**config.mk**
```make
export PLATFORM = sky130hd
export DESIGN_NAME = ms_fifo_bridge
export DESIGN_NICKNAME = d
export VERILOG_FILES = /design/src/rtl/ms_fifo_bridge.sv
export SDC_FILE = /design/constraint.sdc
export NUM_CORES = 1
export LEC_CHECK = 0
export BUFFER_PORTS_ARGS = -buffer_cell sky130_fd_sc_hd__buf_2
export CORE_MARGIN = 1.5
export CORE_UTILIZATION = 50
export CTS_CLUSTER_SIZE = 12
export DETAILED_ROUTE_END_ITERATION = 8
export PLACE_DENSITY_LB_ADDON = 0.15
export SLEW_MARGIN = 20
export SYNTH_ARGS = -nofsm -noshare
export SYNTH_HDL_FRONTEND = slang
export SYNTH_SLANG_ARGS = --single-unit
```
**constraint.sdc**
```tcl
create_clock -name clk -period 2.1 [get_ports clk]
set_input_delay 0.42 -clock clk [delete_from_list [all_inputs] [get_ports clk]]
set_output_delay 0.42 -clock clk [all_outputs]
set_load 0.005 [all_outputs]
```
**src/rtl/ms_fifo_bridge.sv**
```systemverilog
// rtl/ms_fifo_bridge.sv - buffered valid/ready bridge: DEPTH-entry {addr,data} FIFO with flush, almost-full and beat counter
module ms_fifo_bridge #(
    parameter int DATA_W   = 8,
    parameter int ADDR_W   = 8,
    parameter int DEPTH    = 4,
    parameter int AF_LEVEL = 3
) (
    input  logic                     clk,
    input  logic                     rstn,
    input  logic                     flush,
    input  logic                     s_valid,
    input  logic [ADDR_W-1:0]        s_addr,
    input  logic [DATA_W-1:0]        s_data,
    output logic                     s_ready,
    output logic                     m_valid,
    output logic [ADDR_W-1:0]        m_addr,
    output logic [DATA_W-1:0]        m_data,
    input  logic                     m_ready,
    output logic [$clog2(DEPTH):0]   count,
    output logic                     almost_full,
    output logic [15:0]              beat_cnt
);

    localparam int PW = $clog2(DEPTH);
    localparam int CW = PW + 1;
    localparam int EW = ADDR_W + DATA_W;
    localparam logic [CW-1:0] DEPTH_C = CW'(DEPTH);
    localparam logic [CW-1:0] AF_C    = CW'(AF_LEVEL);

    logic [EW-1:0] mem_q [DEPTH];
    logic [PW-1:0] wr_ptr_q, wr_ptr_d;
    logic [PW-1:0] rd_ptr_q, rd_ptr_d;
    logic [CW-1:0] count_q, count_d;
    logic [15:0]   beat_cnt_q, beat_cnt_d;
    logic          push, pop;

    // Handshake flags are pure functions of registered state plus rstn.
    assign s_ready     = rstn & (count_q != DEPTH_C);
    assign m_valid     = rstn & (count_q != '0);
    assign almost_full = rstn & (count_q >= AF_C);
    assign {m_addr, m_data} = mem_q[rd_ptr_q];
    assign count       = count_q;
    assign beat_cnt    = beat_cnt_q;

    assign push = s_valid & s_ready;
    assign pop  = m_valid & m_ready;

    always_comb begin
        wr_ptr_d   = wr_ptr_q;
        rd_ptr_d   = rd_ptr_q;
        count_d    = count_q;
        beat_cnt_d = beat_cnt_q + {15'd0, push};
        if (flush) begin
            wr_ptr_d = '0;
            rd_ptr_d = '0;
            count_d  = '0;
        end else begin
            if (push) wr_ptr_d = wr_ptr_q + PW'(1);
            if (pop)  rd_ptr_d = rd_ptr_q + PW'(1);
            case ({push, pop})
                2'b10:   count_d = count_q + CW'(1);
                2'b01:   count_d = count_q - CW'(1);
                default: count_d = count_q;
            endcase
        end
    end

    always_ff @(posedge clk) begin
        if (!rstn) begin
            wr_ptr_q   <= '0;
            rd_ptr_q   <= '0;
            count_q    <= '0;
            beat_cnt_q <= '0;
        end else begin
            wr_ptr_q   <= wr_ptr_d;
            rd_ptr_q   <= rd_ptr_d;
            count_q    <= count_d;
            beat_cnt_q <= beat_cnt_d;
        end
    end

    // Storage needs no reset; a write during flush lands in a slot that is then considered empty.
    always_ff @(posedge clk) begin
        if (push) mem_q[wr_ptr_q] <= {s_addr, s_data};
    end

endmodule

```
==> flow_metrics.py, run 1 <==
metrics = {
    "timing": {
        "finalHoldViolCount": 0,
        "slew_headroom_pct": 69.7,
        "drv_slew": 0,
        "post-route-period-util_pct": 99.6,
        "fmax_mhz": 478,
        "min_period_ns": 2.09,
        "worst_pin_slew_ns": 0.453,
        "finClkSkew_ns": 0.00696,
        "setup_viol": 0,
        "setup_ws_ns": 0.00819,
        "grt_setup_unrepaired": "true",
    },
    "power_and_ir_drop": {
        "pwr-share-comb_pct": 4.5,
        "max-vdd-ir-drop_mv": 0.334,
        "share_seq_of_total_power_pct": 63.1,
        "totalPowerFinal_mw": 3.03,
        "clkPwrFrac_pct": 32.4,
        "cellLeakagePower_nw": 1.55,
        "p_sw_share_pct": 21.1,
        "internal-power_mw": 2.39,
        "power_density_nw_per_um2": 700,
        "switchingPower_uw": 637,
    },
    "place": {
        "dp.cells": 388,
        "place_congestion": 0.811,
        "hpwl_mm": 4.04,
        "port_buffers": 58,
        "pre_cts_ws_ns": -0.0649,
    },
    "critical_path": {
        "worstPathMaxFanout": 2,
        "critPathKind": "reg -> reg",
        "r2r-start": "count[2]",
        "reg2reg_slack_ns": 0.008,
        "critPathRequiredTime_ns": 2.37,
        "start_kind": "register",
        "startpoint": "count[2]",
        "endpoint_kind": "register",
        "arrival_ns": 2.36,
    },
    "run": {
        "maxCapViolCount": 0,
    },
    "die": {
        "io_pins": 59,
        "start_util_pct": 52.0,
        "num_rows": 30,
        "die_h_um": 87.0,
        "die-area_um2": 7570,
        "fp.dieW_um": 87.0,
        "core_um2": 6790,
    },
    "synth": {
        "synth_mux_area_share_pct": 11.3,
        "synthTopCellsByArea": "edfxtp_1 (54%), dfxtp_1 (14%), mux4_2 (10%)",
        "synth.cells.most_frequent": "edfxtp_1 (64), dfxtp_1 (25), mux4_2 (16), a21oi_1 (13), inv_1 (12)",
        "synth_cells": 225,
        "synth.most_common_cell": "edfxtp_1",
        "yosys.area_share.simple_pct": 9.39,
        "yosysTopAreaCell": "edfxtp_1",
        "synth_top_area_share_pct": 54.4,
        "synthAdderAreaFrac_pct": 3.05,
        "yosysSeqAreaShare_pct": 68.6,
        "synth-seq-cells": 89,
        "synth_top_family_by_area": "multiplexers",
        "synth_edf_count": 64,
        "syn_area_um2": 3530,
        "synth-async-reset-ratio_pct": 0,
        "syn-num-nets": 254,
        "synth_cell_types": 34,
        "synth_compound_area_share_pct": 4.15,
        "synth-xor-area-share_pct": 1.24,
        "synth_area_per_cell_um2": 15.7,
        "synth_warnings": 0,
        "synth_ff_type": "edfxtp_1",
    },
    "detailed_routing": {
        "drtAntennaViolNets": 0,
        "dr.pass1.iters": 4,
        "dr_total_vias": 2088,
        "wl_mm": 6.12,
        "wire_per_inst_um": 15.1,
        "vias_per_cell": 5.14,
        "drc": 0,
        "first_iter_violations": 83,
    },
    "clock_network": {
        "numCtsBuffers": 9,
        "h-tree-depth": 3,
        "cts_sinks": 89,
        "ctsLongestPathBuffers": 2,
        "cts_tree": "done",
        "clk_pin_slew_worst_paths_ns": 0.08,
        "clk_latency_ns": 0.34,
        "root_buffer": "clkbuf_8",
        "postCtsHoldBufs": 0,
    },
    "finish": {
        "fin_util_pct": 63.6,
        "n_antenna_cell": 0,
        "nFillCells": 525,
        "drive_gt1_share_pct": 39.7,
        "fin_cells": 406,
        "layout.nets": 334,
        "area_delta_synth_final_pct": 22.4,
    },
    "global_route": {
        "grt.total_usage_pct": 17.3,
        "antenna_found_initial": 0,
        "top_usage_layer": "met2",
        "use_met1_pct": 22.1,
        "grt_max_degree": 17,
        "grt_pass1_wl_mm": 9.76,
        "grt_overflow_total": 0,
        "first_global_vias": 2059,
        "use_met3_pct": 4.83,
        "grt_use_met2_pct": 27.9,
    },
    "run_status": {
        "outcome": "completed",
    },
    "hold_path": {
        "hold_path_class": "in -> reg",
        "hold_path_startpoint": "s_data[0]",
    },
}
## layer usage
metal | part of all wire, % | wire (um)
met4 | 1.2 | 72
met1 | 46 | 2810
met3 | 5.5 | 335
met5 | 0 | 0
met2 | 47 | 2910
## sequential cells by signal, summed over array words and instances, names as in the netlist, named ones only
signal / count
wr_ptr_q: 2
beat_cnt: 16
count: 3
rd_ptr_q: 2
mem_q: 64
## metrics by stage
stage / cell area (um2) / setup TNS, ns / hold WS, ns
5_1_grt: 4320 / -0.112 / 0.280
2_1_floorplan: 3550 / -0.0736 / 0.454
4_1_cts: 4250 / 0 / 0.278
3_5_place_dp: 4080 / -0.157 / 0.469
6_report: 4320 / 0 / 0.292
3_3_place_gp: 4080 / 0 / 0.461
## cell families after synthesis
logic type / after synthesis
buf+inv: 20
mux: 20
xor+xnor: 5
compound gates: 25
fa+ha+maj: 8
flops: 89
simple gates: 58
## layout by cell type (no fill, tap or decap), types with 3 or more instances in the layout
master,n
a21oi_1,12
or3_1,5
nand2b_1,5
clkbuf_8,9
mux2i_1,4
nor4_1,4
and3_1,4
dfxtp_1,22
buf_4,16
nand2_1,10
xor2_1,3
and2_1,3
edfxtp_1,64
ha_4,3
or4_1,3
inv_1,10
nand3_1,4
o21ai_0,5
ha_1,4
mux4_2,16
o31ai_1,4
nor2_1,8
nand4_1,4
buf_2,58
## layout make-up
cell class	instances	area (um2)	area share [%]
sequential	89	2430	56.2
tap	96	120	2.78
timing repair buffer	77	462	10.7
clock inverter	6	35.0	0.811
inverter	12	45.0	1.04
multi-input combinational	116	1100	25.5
clock buffer	10	128	2.95
## what timing repair did
action                                  CTS  global route
pin swaps                                 3             0
endpoints found under the setup margin    1             9
setup buffers                             1             1
resized for setup                         1            10
## final timing paths
| check | end | cells past startpoint |
|---|---|---|
| worst max-delay path | count[2] | 9 |
| worst min-delay path | mem_q[0][0] | 1 |
| worst max register to register | count[2] | 9 |
| worst min register to register | beat_cnt[15] | 2 |
## worst max-delay path, stage by stage, from the launching register on
cell     delay (ns)
dfxtp_2        0.34
or3b_4         0.38
and2_4         0.15
inv_2          0.06
ha_4           0.13
inv_2          0.03
fa_2           0.33
xor2_1         0.15
or3_1          0.32
a21oi_2        0.13
## power groups by stage
stage	logic [mW]	registers [mW]	clock network [mW]
2_1_floorplan	0.0588	1.95	0
3_3_place_gp	0.128	1.95	0
3_5_place_dp	0.133	1.95	0
4_1_cts	0.135	1.91	1.01
5_1_grt	0.153	1.91	1.08
6_report	0.136	1.91	0.981
Note: power is estimated with default switching activity, not from simulation.
==> inputs of run 2 (changes only) <==
--- a/config.mk
+++ b/config.mk
@@ -5,9 +5,10 @@
 export SDC_FILE = /design/constraint.sdc
 export NUM_CORES = 1
 export LEC_CHECK = 0
+export ABC_AREA = 1
 export BUFFER_PORTS_ARGS = -buffer_cell sky130_fd_sc_hd__buf_2
 export CORE_MARGIN = 1.5
-export CORE_UTILIZATION = 50
+export CORE_UTILIZATION = 56
 export CTS_CLUSTER_SIZE = 12
 export DETAILED_ROUTE_END_ITERATION = 8
 export PLACE_DENSITY_LB_ADDON = 0.15
==> constraint.sdc (replaced) <==
create_clock -name clk -period 2.21 [get_ports clk]
set_input_delay 0.442 -clock clk [delete_from_list [all_inputs] [get_ports clk]]
set_output_delay 0.442 -clock clk [all_outputs]
set_load 0.005 [all_outputs]
==> flow_metrics.py, run 2 <==
metrics = {
    "timing": {
        "drv_slew": 0,
        "setup_ws_ns": 0.161,
        "setup_viol": 0,
        "hold_slack_ns": 0.306,
        "finClkSkew_ns": 0.0116,
        "slew_headroom_pct": 67.9,
        "worst_pin_slew_ns": 0.481,
        "fmax_mhz": 488,
        "min_period_ns": 2.05,
        "finalHoldViolCount": 0,
        "grt_setup_unrepaired": "false",
        "post-route-period-util_pct": 92.7,
        "tns_ns": 0,
    },
    "die": {
        "start_util_pct": 57.7,
        "die_h_um": 83.7,
        "core_um2": 6310,
        "die-area_um2": 7000,
        "io_pins": 59,
        "fp.dieW_um": 83.7,
        "num_rows": 29,
    },
    "detailed_routing": {
        "vias_per_cell": 5.12,
        "first_iter_violations": 142,
        "dr_total_vias": 2510,
        "drc": 0,
        "dr.pass1.iters": 4,
        "wire_per_inst_um": 13.8,
        "drtAntennaViolNets": 0,
        "wl_mm": 6.76,
    },
    "finish": {
        "layout.nets": 437,
        "drive_gt1_share_pct": 23.7,
        "largest_reg_flops": 64,
        "final_common_cell": "edfxtp_1",
        "n_antenna_cell": 0,
        "largest-register": "mem_q",
        "fin_cells": 490,
        "finalInstanceArea_um2": 4260,
        "area_delta_synth_final_pct": 17.0,
        "fin_util_pct": 67.5,
        "nFillCells": 526,
        "final_cell_mix": "edfxtp_1 (64), nor2_1 (58), buf_2 (58)",
    },
    "critical_path": {
        "worstPathMaxFanout": 16,
        "reg2reg_slack_ns": 0.23,
        "cp-endpoint": "m_addr[3]",
        "critPathKind": "reg -> out",
        "critPathRequiredTime_ns": 1.77,
        "start_kind": "register",
        "r2r-start": "count[2]",
        "endpoint_kind": "output pin",
        "r2r_end": "count[2]",
        "arrival_ns": 1.61,
        "r2r_cells": 13,
    },
    "clock_network": {
        "h-tree-depth": 3,
        "postCtsHoldBufs": 0,
        "numCtsBuffers": 9,
        "ctsLongestPathBuffers": 2,
        "clk_pin_slew_worst_paths_ns": 0.09,
        "clk_latency_ns": 0.35,
        "root_buffer": "clkbuf_8",
        "cts_tree": "done",
        "cts_sinks": 89,
    },
    "synth": {
        "synth_cells": 341,
        "synth.most_common_cell": "edfxtp_1",
        "syn_area_um2": 3640,
        "yosysTopAreaCell": "edfxtp_1",
        "synth_warnings": 0,
        "synth-async-reset-ratio_pct": 0,
        "yosysSeqAreaShare_pct": 66.5,
        "synth_edf_count": 64,
        "syn-num-nets": 370,
        "synth_top_area_share_pct": 52.7,
        "synth_area_per_cell_um2": 10.7,
        "synthTopCellsByArea": "edfxtp_1 (53%), dfxtp_1 (14%), nor2_1 (6.0%)",
        "synth.cells.most_frequent": "edfxtp_1 (64), nor2_1 (58), nand2_1 (43), o21ai_0 (38), inv_1 (33)",
        "synth_ff_type": "edfxtp_1",
        "synth_cell_types": 27,
        "synth-seq-cells": 89,
    },
    "power_and_ir_drop": {
        "cellLeakagePower_nw": 1.71,
        "max-vdd-ir-drop_mv": 0.427,
        "power_density_nw_per_um2": 735,
        "totalPowerFinal_mw": 3.13,
    },
    "place": {
        "dp.cells": 474,
        "port_buffers": 58,
        "postPlaceCellArea_um2": 4040,
        "hpwl_mm": 4.45,
        "pre_cts_ws_ns": 0.243,
        "place_congestion": 0.843,
    },
    "hold_path": {
        "hold_path_class": "in -> reg",
    },
    "run_status": {
        "outcome": "completed",
    },
    "global_route": {
        "grt_max_degree": 33,
        "grt_pass1_wl_mm": 11.0,
        "antenna_found_initial": 0,
        "first_global_vias": 2380,
        "grt_overflow_total": 0,
        "grt.total_usage_pct": 20.1,
    },
    "run": {
        "maxCapViolCount": 0,
    },
}
==> run 2: final cells by class <==
| type | instances | area [um2] | share of cell area (%) |
|---|---|---|---|
| clock buffers | 14 | 184 | 4.32 |
| clock inverters | 2 | 35.0 | 0.822 |
| inverters | 39 | 146 | 3.44 |
| multi-input cells | 204 | 1030 | 24.2 |
| flip-flops and latches | 89 | 2420 | 56.9 |
| well taps | 77 | 96.3 | 2.26 |
| repair buffers | 65 | 343 | 8.04 |
==> run 2: worst min path at each step <==
stage                      startpoint     endpoint  cells past startpoint
final                       s_data[3]  mem_q[2][3]                      1
after global routing        s_data[6]  mem_q[3][6]                      1
after CTS                   s_data[3]  mem_q[2][3]                      1
after detailed placement  rd_ptr_q[1]     register                      2
after global placement    rd_ptr_q[1]  rd_ptr_q[1]                      2
after floorplan           rd_ptr_q[1]     register                      2
==> run 2: worst max-delay path: stages, from the launching register on <==
cell	delay (ns)
dfxtp_1	0.62
inv_2	0.25
o21ai_0	0.14
o22ai_1	0.11
buf_2	0.14
==> run 2: routing by layer <==
layer	vias up	routed length [um]	global-route usage [%]
met5	-	0	0
met1	1144	3050	25.8
li1	1291	-	-
met4	0	84	8.35
met3	9	343	4.65
met2	66	3290	33.2
==> run 2: timing repair <==
item	CTS	global route
setup buffers	0	0
resized for setup	1	2
endpoints found under the setup margin	1	1
pin swaps	0	0
==> run 2: kinds of logic after synthesis <==
kind of cell / count (synthesis) / synth area share (%)
xor+xnor: 2 / 0.481
fa+ha+maj: 8 / 2.95
flops: 89 / 66.5
simple gates: 119 / 13.7
buf+inv: 48 / 5.19
compound gates: 75 / 11.2
==> run 2: power breakdown <==
group	internal (mW)	switching (mW)	total [mW]	leakage [nW]
sequential	1.81	0.00876	1.82	0.784
combinational	0.0515	0.0780	0.129	0.814
clock	0.653	0.532	1.19	0.112
